===== src/rtl/exc_ctrl.sv =====
// Exception/interrupt sequencer: arbitrates requests at the memory stage, strobes CP0, flushes and redirects fetch.
// Optional branch-delay EPC correction is enabled by defining EXC_CTRL_BD_EN.
module exc_ctrl #(
    parameter logic [31:0] EXC_VECTOR = 32'h0000_F000,
    parameter int          CNT_W      = 16
) (
    input  logic             clk,
    input  logic             rst,
    input  logic             mem_valid_i,
    input  logic [31:0]      mem_pc_i,
    input  logic             irq_i,
    input  logic             ri_i,
    input  logic             ov_i,
    input  logic             sys_i,
    input  logic             bp_i,
    input  logic             eret_i,
    input  logic [31:0]      cp0_epc_i,
    input  logic             mem_in_ds_i,
    output logic             kill_o,
    output logic             exception_o,
    output logic [31:0]      epc_o,
    output logic [4:0]       cause_type_o,
    output logic             bd_o,
    output logic             eret_o,
    output logic             flush_o,
    output logic             redirect_o,
    output logic [31:0]      redirect_pc_o,
    output logic             busy_o,
    output logic [CNT_W-1:0] exc_cnt_o
);

    typedef enum logic [1:0] {IDLE, CAPTURE, REDIRECT, ERET_RD} state_t;

    state_t             state_q;
    logic               exception_q, eret_q, flush_q, redirect_q, bd_q;
    logic [31:0]        epc_q, redirect_pc_q;
    logic [4:0]         cause_q;
    logic [CNT_W-1:0]   cnt_q;

    logic               any_exc;
    logic [4:0]         code_d;
    logic [31:0]        epc_d;
    logic               bd_d;
    logic [CNT_W-1:0]   cnt_d;

    assign any_exc = irq_i | ri_i | ov_i | sys_i | bp_i;

    always_comb begin
        code_d = 5'd0;
        if (irq_i)      code_d = 5'd0;
        else if (ri_i)  code_d = 5'd10;
        else if (ov_i)  code_d = 5'd12;
        else if (sys_i) code_d = 5'd8;
        else if (bp_i)  code_d = 5'd9;
    end

`ifdef EXC_CTRL_BD_EN
    // A delay-slot instruction restarts at its branch so the branch is re-evaluated.
    assign bd_d  = mem_in_ds_i;
    assign epc_d = mem_in_ds_i ? (mem_pc_i - 32'd4) : mem_pc_i;
`else
    logic unused_ds;
    assign unused_ds = mem_in_ds_i;
    assign bd_d      = 1'b0;
    assign epc_d     = mem_pc_i;
`endif

    assign cnt_d  = (&cnt_q) ? cnt_q : cnt_q + CNT_W'(1);
    assign kill_o = !rst && (state_q == IDLE) && mem_valid_i && (any_exc || eret_i);

    always_ff @(posedge clk or posedge rst) begin
        if (rst) begin
            state_q       <= IDLE;
            exception_q   <= 1'b0;
            eret_q        <= 1'b0;
            flush_q       <= 1'b0;
            redirect_q    <= 1'b0;
            bd_q          <= 1'b0;
            epc_q         <= '0;
            redirect_pc_q <= '0;
            cause_q       <= '0;
            cnt_q         <= '0;
        end else begin
            exception_q <= 1'b0;
            eret_q      <= 1'b0;
            flush_q     <= 1'b0;
            redirect_q  <= 1'b0;
            case (state_q)
                IDLE: begin
                    if (mem_valid_i && any_exc) begin
                        state_q     <= CAPTURE;
                        exception_q <= 1'b1;
                        flush_q     <= 1'b1;
                        cause_q     <= code_d;
                        epc_q       <= epc_d;
                        bd_q        <= bd_d;
                    end else if (mem_valid_i && eret_i) begin
                        state_q       <= ERET_RD;
                        eret_q        <= 1'b1;
                        flush_q       <= 1'b1;
                        redirect_q    <= 1'b1;
                        redirect_pc_q <= cp0_epc_i;
                    end
                end
                CAPTURE: begin
                    state_q       <= REDIRECT;
                    flush_q       <= 1'b1;
                    redirect_q    <= 1'b1;
                    redirect_pc_q <= EXC_VECTOR;
                    cnt_q         <= cnt_d;
                end
                default: state_q <= IDLE;
            endcase
        end
    end

    assign exception_o   = exception_q;
    assign eret_o        = eret_q;
    assign flush_o       = flush_q;
    assign redirect_o    = redirect_q;
    assign redirect_pc_o = redirect_pc_q;
    assign epc_o         = epc_q;
    assign cause_type_o  = cause_q;
    assign bd_o          = bd_q;
    assign busy_o        = (state_q != IDLE);
    assign exc_cnt_o     = cnt_q;

endmodule


===== config.mk =====
export PLATFORM = sky130hd
export DESIGN_NAME = exc_ctrl
export DESIGN_NICKNAME = d
export VERILOG_FILES = /design/src/rtl/exc_ctrl.sv
export SDC_FILE = /design/constraint.sdc
export NUM_CORES = 1
export LEC_CHECK = 0
export BUFFER_PORTS_ARGS = -buffer_cell sky130_fd_sc_hd__clkbuf_2
export CORE_MARGIN = 5
export CORE_UTILIZATION = 51
export CTS_BUF_LIST = sky130_fd_sc_hd__clkbuf_4 sky130_fd_sc_hd__clkbuf_8
export DETAILED_ROUTE_END_ITERATION = 6
export GPL_ROUTABILITY_DRIVEN = 0
export PLACE_DENSITY = 0.95
export SYNTH_ARGS = -nofsm -noshare
export SYNTH_HDL_FRONTEND = slang
export SYNTH_SLANG_ARGS = --single-unit

===== constraint.sdc =====
create_clock -name clk -period 6.9 [get_ports clk]
set_input_delay 0.345 -clock clk [delete_from_list [all_inputs] [get_ports clk]]
set_output_delay 0.345 -clock clk [all_outputs]
set_load 0.01 [all_outputs]

### Word-level counts from Yosys, hierarchy flattened

Index checks and enable logic that the tools add are counted.

| storage, ports and cells | value |
|---|---|
| register bits | 91 |
| output and inout port bits | 92 |
| word-level logic and storage cells | 52 |
| bits of input ports | 74 |

| operators by class | value |
|---|---|
| bitwise gates (word level) | 5 |
| eq/ne operators | 4 |
| multiplexer cells | 19 |
| reduce and logical (&&, ||, !) cells | 14 |
| add/sub/neg operators | 1 |

Operators by type and width:

| kind | number |
|---|---|
| $mux W32 | 2 |
| $pmux W32 S2 | 1 |
| $mux W4 | 5 |
| $add A16 B1 Y16 const B | 1 |
| $reduce_and A16 Y1 | 1 |
| $mux W1 | 6 |
| $logic_and A1 B1 Y1 | 5 |
| $mux W2 | 2 |
| $or A1 B1 Y1 | 4 |
| $pmux W1 S2 | 2 |
| $pmux W2 S2 | 1 |
| $reduce_and A2 Y1 | 2 |
| $reduce_bool A2 Y1 | 2 |
| $ne A3 B1 Y1 const B | 1 |
| $reduce_and A3 Y1 | 1 |
| $eq A2 B1 Y1 const B | 1 |
| $logic_not A2 Y1 | 1 |
| $ne A2 B1 Y1 const B | 1 |
| $ne A2 B2 Y1 const B | 1 |
| $logic_not A1 Y1 | 1 |
| $logic_or A1 B1 Y1 | 1 |
| $not A1 Y1 | 1 |

### Longest topological paths before layout

Gate-level depths: netlist (run 1).

| depth | value |
|---|---|
| word-level depth | 7 |
| gate-level depth with buffers | 7 |
| gate-level depth less buffers | 5 |

### Least setup slack after synthesis (run 1)

No wires, ideal clock.

| timing path | value |
|---|---|
| kind | input -> output |
| start | in rst |
| end | out kill_o |
| data required time | 6,555 ps |
| buffers on the path | 0 |
| cell stages on the path | 2 |
| path slack | 3,890 ps |
| data arrival time | 2,665 ps |
| path through | inv_1 -> and3_1 |

| on the way | value |
|---|---|
| word-level cells in the longest chain between the ends | 4 |

RTL lines:

| what | RTL line | text |
|---|---|---|
| start, declared | 8 | `input logic rst,` |
| $logic_not A1 Y1 (no line) | - |  |
| $logic_and A1 B1 Y1 (3 in series) | 69 | `assign kill_o = !rst && (state_q == IDLE) && mem_valid_i && (any_exc \|\| eret_i);` |
| end, declared | 19 | `output logic kill_o,` |

Every way passes these cells.

### Worst setup path in the final report (run 1)

| timing path | value |
|---|---|
| start | reg state_q[0] |
| end | reg redirect_pc_q[5], in the netlist redirect_pc_o[5] |

| on the way | value |
|---|---|
| word-level cells in the longest chain between the ends | 3 |
| elaborated cells on any way between the ends | 7 |
| those cells by class | eq/ne (3); mux (1); reduce/logical (3) |

RTL lines:

| what | RTL line | text |
|---|---|---|
| start, declared | 34 | `state_t state_q;` |
| start signal, assigned | 73 | `state_q <= IDLE;` |
| start signal, assigned | 91 | `state_q <= CAPTURE;` |
| start signal, assigned | 98 | `state_q <= ERET_RD;` |
| $logic_not A2 Y1 or $eq A2 B1 Y1 (tied branches) | 88 | `case (state_q)` |
| $ne A2 B1 Y1 (no line) (tied with other cells) | - |  |
| $reduce_and A3 Y1 (no line) | - |  |
| end signal, assigned | 102 | `redirect_pc_q <= cp0_epc_i;` |
| end, declared | 36 | `logic [31:0] epc_q, redirect_pc_q;` |

Several ways; a longest one is shown, not always the timed one.
A chain may end at the register's enable or synchronous reset.

==> metrics.md, run 1 <==
| Metric | Value |
|---|---|
| Status | finished, final reports clean |
| RSZ-0062 raised after global routing | false |
| Area leader, netlist | dfrtp_1 |
| Initial Utilization | 52.2% |
| Min Tclk post-route | 2.33 ns |
| Crit path largest cell delay | just over 0.7 ns |
| Pre-antenna DRT Iters | 4 |
| Worst reg-to-reg setup slack | 4.57 ns |
| Critical Path Sink Type | flip-flop |
| Final Cycle Share | 33.7% |
| Placed instance count | ~490 |
| Total gr overflow | 0 |
| Crit path required time | 7.17 ns |
| Slowest CP cell | inv_1 |
| RR Startpoint | state_q[0]$_DFFE_PP0P_ |
| Class of the worst hold path | in2async |
| CTS buffer count | 9 |
| Critical path depth | 4 |
| Area after DPL | between 0.004 and 0.005 mm² |
| H-tree depth | 3 |
| Core Box Area | a little under 0.007 mm² |
| NumNets Final | 492 |
| Critical-path maximum fanout | 29 |
| Core Util, Final | 67.4% |
| Slew margin rel. | between 20 and 30% |
| Psw | between 300 and 400 µW |
| Final Skew | 0.0122 ns |
| Initial DRC count | 73 |
| Die W | 93.2 µm |
| Synth Register Bits | 90 |
| Fmax | roughly 0.43 GHz |
| Reg area | between 0.002 and 0.0025 mm² |
| GR Util met1 | 23.8% |
| Count leader, synth | dfrtp_1 |
| CTS tree | yes |
| Final hold vios | 0 |
| Cts hold-fix bufs | 0 |
| Root buffer cell | clkbuf_8 |
| Post-synth top area share | between 60 and 70% |
| Global-route wire length before repair | around 14000 µm |
| Detailed-route wire length per cell | 17.0 µm |
| Vias per cell | 5.41 |
| Crit path launch | state_q[0]$_DFFE_PP0P_ |
| GR Util met2 | 35.7% |
| Cell count of the worst reg-to-reg path | 4 |
| Cell Rows | 30 |
| Max Root-Sink Buffers | 2 |
| Synth unique cells | 38 |
| Chip height | 93.2 µm |
| Async S/R FF share, synth | between 90% and 100% |
| Fillers | roughly 540 |
| CTS sink count | 90 |
| DR DRC count | 0 |
| Highest ir drop seen on vdd | 0.000163 V |
| Post-CTS Setup Bufs | 0 |
| Vias in the first global route | 2878 |
| Clk slew on worst S/H paths | 0.09 ns |
| Area occupied by multi-input gates | 0.00118 mm² |
| Syn Area/Cell | 13.9 µm² |
| Met3 GRT Util | 5.23% |
| Mapped Cells | 254 |
| Max_cap viols | 0 |
| Antenna viol nets, final | 0 |
| Post-synthesis sequential area ratio | 63.8% |
| Gr usage total | about 20% |
| Vias | 2704 |
| Synth warnings | 0 |
| Post-Syn Area | 0.00353 mm² |
| Largest net degree at the start of global routing | 52 |
| Port Buffer Count | around 160 |
| Initial antenna violation count | 0 |
| Switching share of power | 29.0% |
| Final setup fails | 0 |
| Internal Power | 918 µW |
| Logic pwr share | around 22% |
| Kind of critical path | reg2reg |
| I/O Pins | 166 |
| Final setup TNS | 0 ns |
| Worst EP arrival | 2.59 ns |
| # diodes | 0 |
| Worst setup path end | redirect_pc_o[5]$_DFFE_PP0P_ |
| Post-synth top flop | dfrtp_1 |
| Skew-Pair Late Insertion Delay | ~0.34 ns |
| Layout cells sized above 1 | 52.1% |
| Commonest cells post-synth | 90 x dfrtp_1, 33 x mux2_2, 28 x a22o_1 |
| Dpl hpwl | 6420 µm |
| WP buf/inv | 1 |
| # resized after CTS | 0 |
| Busiest metal layer after global routing | met2 |
| Post-synth EDFFs | 0 |
| Seq pwr share | 51.7% |
| Final instance area | 0.00456 mm² |
| Die footprint | 0.00868 mm² |
| RR Endpoint | redirect_pc_o[5]$_DFFE_PP0P_ |
| Cell family with most CP delay | simple AND/OR/NAND/NOR gates |
| P_leak | 0.00240 µW |
| Crit-path cells | nor3b_2, nand3_1, inv_1, a22o_1 |
| CP startpoint kind | flip-flop |
| Clock network power share | about a quarter |
| Synth area leaders | dfrtp_1 64%, mux2_2 11%, a22o_1 6.9% |
| Pwr dens | between 200 and 300 mW/mm² |
| Worst-Margin Slew | 1.07 ns |
| DRT Wirelength | 8520 µm |
| Area delta synth->final | 29.1% |
| Slew Viols, Final | 0 |
| Non-filler instance count after layout | 500 |
## power by group through the flow
stage               combinational (µW)  clock [µW]  sequential [µW]
finish                             288         337              668
global route                       317         373              679
CTS                                295         347              668
detailed placement                 294           0              678
global placement                   283           0              670
floorplan                          126           0              707
## layout by cell type, fill, tap and decap left out, types with 3 or more instances in the layout
cell and n:
nor2_1 6, a22o_1 28, nor3_1 5, inv_1 5
xor2_1 10, xnor2_1 4, nand3_1 8, o22a_1 4
nand4_1 3, nor4_1 7, a21oi_1 4, clkbuf_8 9
dfrtp_1 90, nand2_1 9, clkbuf_2 162, mux2_2 33
## metrics by stage
stage | total power, µW | hold WS, ns | setup slack, ns
after floorplan | 834 | 0.430 | 3.89
after global placement | 953 | 0.431 | 4.52
after detailed placement | 972 | 0.444 | 4.44
after CTS | 1310 | 0.0680 | 4.52
after global routing | 1370 | 0.113 | 4.23
final | 1290 | 0.0584 | 4.57
## worst min path at each step
stage,start,end,slack [ns],cells after the start
floorplan,irq_i,cause_type_o[3]$_DFFE_PP0P_,0.43,1
global placement,rst,redirect_pc_o[11]$_DFFE_PP0P_,0.43,2
detailed placement,rst,redirect_pc_o[11]$_DFFE_PP0P_,0.44,2
CTS,rst,redirect_pc_o[11]$_DFFE_PP0P_,0.07,2
global route,rst,redirect_pc_o[10]$_DFFE_PP0P_,0.11,2
finish,rst,redirect_pc_o[11]$_DFFE_PP0P_,0.06,2
## worst reg2reg max path, cell delays in order (launching register included)
cell and delay (ns):
dfrtp_1 0.42, nor3b_2 0.55, nand3_1 0.31, inv_1 0.72, a22o_1 0.26
## logic make-up (layout without fill, tap and decap cells)
logic type               count (synthesis)  after routing  share of synthesized area, %
flip-flops                              90             90                          63.8
AND/OR/NAND/NOR                         55             55                          8.97
AO/OA/AOI/OAI                           41             41                          9.61
multiplexers                            33             33                          10.5
buffers and inverters                   19            184                          3.15
XOR/XNOR                                14             14                          3.47
adder cells (fa/ha/maj)                  1              1                         0.354
other                                    1              2                         0.106
## metal layers
metal | wire [µm] | share of wire (%)
met3 | 639 | 7.5
met2 | 4360 | 51
met1 | 3340 | 39
met4 | 179 | 2.1
met5 | 0 | 0
## registers in the layout, summed over array words and instances, names as in the netlist
register,cells
exception_o,1
exc_cnt_o,16
eret_o,1
state_q,2
flush_o,1
cause_type_o,4
redirect_pc_o,32
redirect_o,1
epc_o,32
## cell type report
type	count	share of cell area, %
inverters	7	0.604
multi-input cells	146	25.8
repair buffers	163	18.0
well taps	80	2.20
clock buffers	11	3.05
clock inverters	3	0.934
flip-flops and latches	90	49.4
Note: power is estimated with default switching activity, not from simulation.
==> inputs of run 2 (changes only) <==
--- a/config.mk
+++ b/config.mk
@@ -7,11 +7,11 @@
 export LEC_CHECK = 0
 export BUFFER_PORTS_ARGS = -buffer_cell sky130_fd_sc_hd__clkbuf_2
 export CORE_MARGIN = 5
-export CORE_UTILIZATION = 51
+export CORE_UTILIZATION = 48
 export CTS_BUF_LIST = sky130_fd_sc_hd__clkbuf_4 sky130_fd_sc_hd__clkbuf_8
 export DETAILED_ROUTE_END_ITERATION = 6
 export GPL_ROUTABILITY_DRIVEN = 0
-export PLACE_DENSITY = 0.95
+export PLACE_DENSITY = 0.9
 export SYNTH_ARGS = -nofsm -noshare
 export SYNTH_HDL_FRONTEND = slang
 export SYNTH_SLANG_ARGS = --single-unit
==> constraint.sdc (replaced) <==
create_clock -name clk -period 2.37 [get_ports clk]
set_input_delay 0.1185 -clock clk [delete_from_list [all_inputs] [get_ports clk]]
set_output_delay 0.1185 -clock clk [all_outputs]
set_load 0.01 [all_outputs]
==> metrics.md, run 2 (same netlist as run 1, synthesis figures left out) <==
| Metric | Value |
|---|---|
| Slew Viols, Final | 0 |
| Power, Total | between 4000 and 5000 µW |
| Crit-path most repeated cell | clkbuf_2 |
| RR Endpoint | exc_cnt_o[1]$_DFFE_PP0P_ |
| Kind of critical path | in2out |
| Slew margin rel. | 55.1% |
| Setup WS post-layout | 0.190 ns |
| Antenna viol nets, final | 0 |
| Pwr dens | 775 mW/mm² |
| Cell Rows | 31 |
| Layout cells sized above 1 | 47.4% |
| Skew-Pair Late Insertion Delay | 0.35 ns |
| CTS sink count | 90 |
| Cell count of the worst reg-to-reg path | 6 |
| CP startpoint kind | input pin |
| # diodes | 0 |
| Area delta synth->final | 46.4% |
| Fillers | about 500 |
| Final hold vios | 0 |
| Final Cycle Share | 92.0% |
| Gr usage total | between 20% and 30% |
| Crit path largest cell delay | between 0.5 and 0.6 ns |
| P_leak | 0.00264 µW |
| Setup WS pre-CTS | 0.497 ns |
| Fmax | 0.459 GHz |
| Final setup fails | 0 |
| Largest net degree at the start of global routing | 48 |
| Die W | between 90 and 100 µm |
| Vias per cell | 5.07 |
| Core Box Area | 0.00721 mm² |
| Global-route wire length before repair | ~14000 µm |
| RR Startpoint | exc_cnt_o[0]$_DFFE_PP0P_ |
| CTS buffer count | 9 |
| Critical-path maximum fanout | 5 |
| Initial antenna violation count | 0 |
| Worst EP arrival | 2.06 ns |
| Root buffer cell | clkbuf_8 |
| H-tree depth | 3 |
| Vias | 2921 |
| Vias in the first global route | 2965 |
| Final setup TNS | 0 ns |
| Die footprint | ~0.0092 mm² |
| Dpl hpwl | 6590 µm |
| Total gr overflow | 0 |
| Worst-Margin Slew | roughly 0.67 ns |
| Most frequent cells in the layout | 162 x clkbuf_2, 90 x dfrtp_1, 50 x dlygate4sd3_1, 33 x mux2_2, 28 x a22o_1 |
| CTS tree | yes |
| Most common cell after layout, fill and taps aside | clkbuf_2 |
| Min Tclk post-route | approximately 2.2 ns |
| Status | finished, final reports clean |
| Port Buffer Count | around 160 |
| Pre-antenna DRT Iters | 4 |
| Chip height | ~96 µm |
| DR DRC count | 0 |
| Slowest CP cell | or4_4 |
| NumNets Final | 548 |
| WP buf/inv | 3 |
| RSZ-0062 raised after global routing | false |
| Final Skew | 0.00688 ns |
| Post-CTS Setup Bufs | 0 |
| Class of the worst hold path | in2reg |
| Max_cap viols | 0 |
| Critical Path Sink Type | output pin |
| DRT Wirelength | 9650 µm |
| Worst Hold End | redirect_pc_o[17]$_DFFE_PP0P_ |
| Cell family with most CP delay | simple AND/OR/NAND/NOR gates |
| Detailed-route wire length per cell | about 17 µm |
| Initial DRC count | 90 |
| Crit path required time | 2.25 ns |
| Hold Crit Start | cp0_epc_i[17] |
| I/O Pins | ~170 |
| Clk slew on worst S/H paths | 0.08 ns |
| Highest ir drop seen on vdd | 0.000515 V |
| Initial Utilization | roughly 50% |
| Max Root-Sink Buffers | 2 |
| Crit-path cells | dlygate4sd3_1, clkbuf_2, or4_4, or3_1, and3_1, clkbuf_2 |
| Hold Path Cell Cnt | 2 |
| Worst reg-to-reg setup slack | 0.55 ns |
==> run 2: changes by cell type in the layout (fill, tap and decap cells not counted), sizes merged <==
cell / delta
dlygate4sd3: +50
clkinv: -2
clkinvlp: +3
buf: +6
bufinv: +1
inv: +1
clkbuf: -2
==> run 2: where the power goes <==
group / switching [µW] / internal [µW] / leakage [µW]
sequential: 179 / 1770 / 0.00114
combinational: 461 / 473 / 0.00140
clock: 533 / 592 / 0.0000979
total: 1170 / 2830 / 0.00264
==> run 2: final cells by class <==
type	count	area, µm²	area share [%]
Timing Repair Buffer	219	1380	26.6
Tap cell	99	124	2.40
Clock buffer	9	124	2.40
Inverter	7	30.0	0.581
Multi-Input combinational cell	146	1170	22.6
Sequential cell	90	2250	43.6
Clock inverter	6	91.3	1.77
==> run 2: worst reg2reg max path, delay by kind of cell (launching register included) <==
kind / cells / cell delay [ns]
DFF: 1 / 0.46
and+or+nand+nor: 3 / 0.43
muxes: 1 / 0.36
adders and majority gates: 1 / 0.30
buffers and inverters: 1 / 0.17
==> run 2: metrics by stage <==
| step | hold slack, ns | util, % | std cells | area [µm²] |
|---|---|---|---|---|
| finish | 0.0154 | 71.6 | 576 | 5170 |
| global route | 0.0000209 | 71.6 | 576 | 5170 |
| CTS | 0.00172 | 71.2 | 573 | 5140 |
| detailed placement | 0.170 | 61.7 | 511 | 4450 |
| global placement | 0.160 | 61.7 | 511 | 4450 |
| floorplan | 0.203 | - | 255 | 3540 |
==> run 2: routing by layer <==
layer | track usage [%] | up-vias | wire, µm
met3 | 5.55 | 15 | 705
li1 | - | 1351 | -
met1 | 22.4 | 1431 | 3580
met4 | 8.41 | 0 | 183
met2 | 38.4 | 124 | 5180
met5 | 0 | - | 0
==> run 2: repair_timing <==
item                                   CTS  global route
hold buffers                            47             3
resized for setup                        0             0
endpoints found under the hold margin   66             3
==> run 2: how the worst max path moves through the flow <==
stage	slack (ns)	depth (start not counted)	endpoint	start
2_1_floorplan	0.41	2	kill_o	rst
3_3_place_gp	0.56	5	redirect_pc_o[19]$_DFFE_PP0P_	irq_i
4_1_cts	0.19	6	kill_o	irq_i
3_5_place_dp	0.50	5	redirect_pc_o[31]$_DFFE_PP0P_	irq_i
5_1_grt	0.14	6	kill_o	irq_i
6_report	0.19	6	kill_o	irq_i
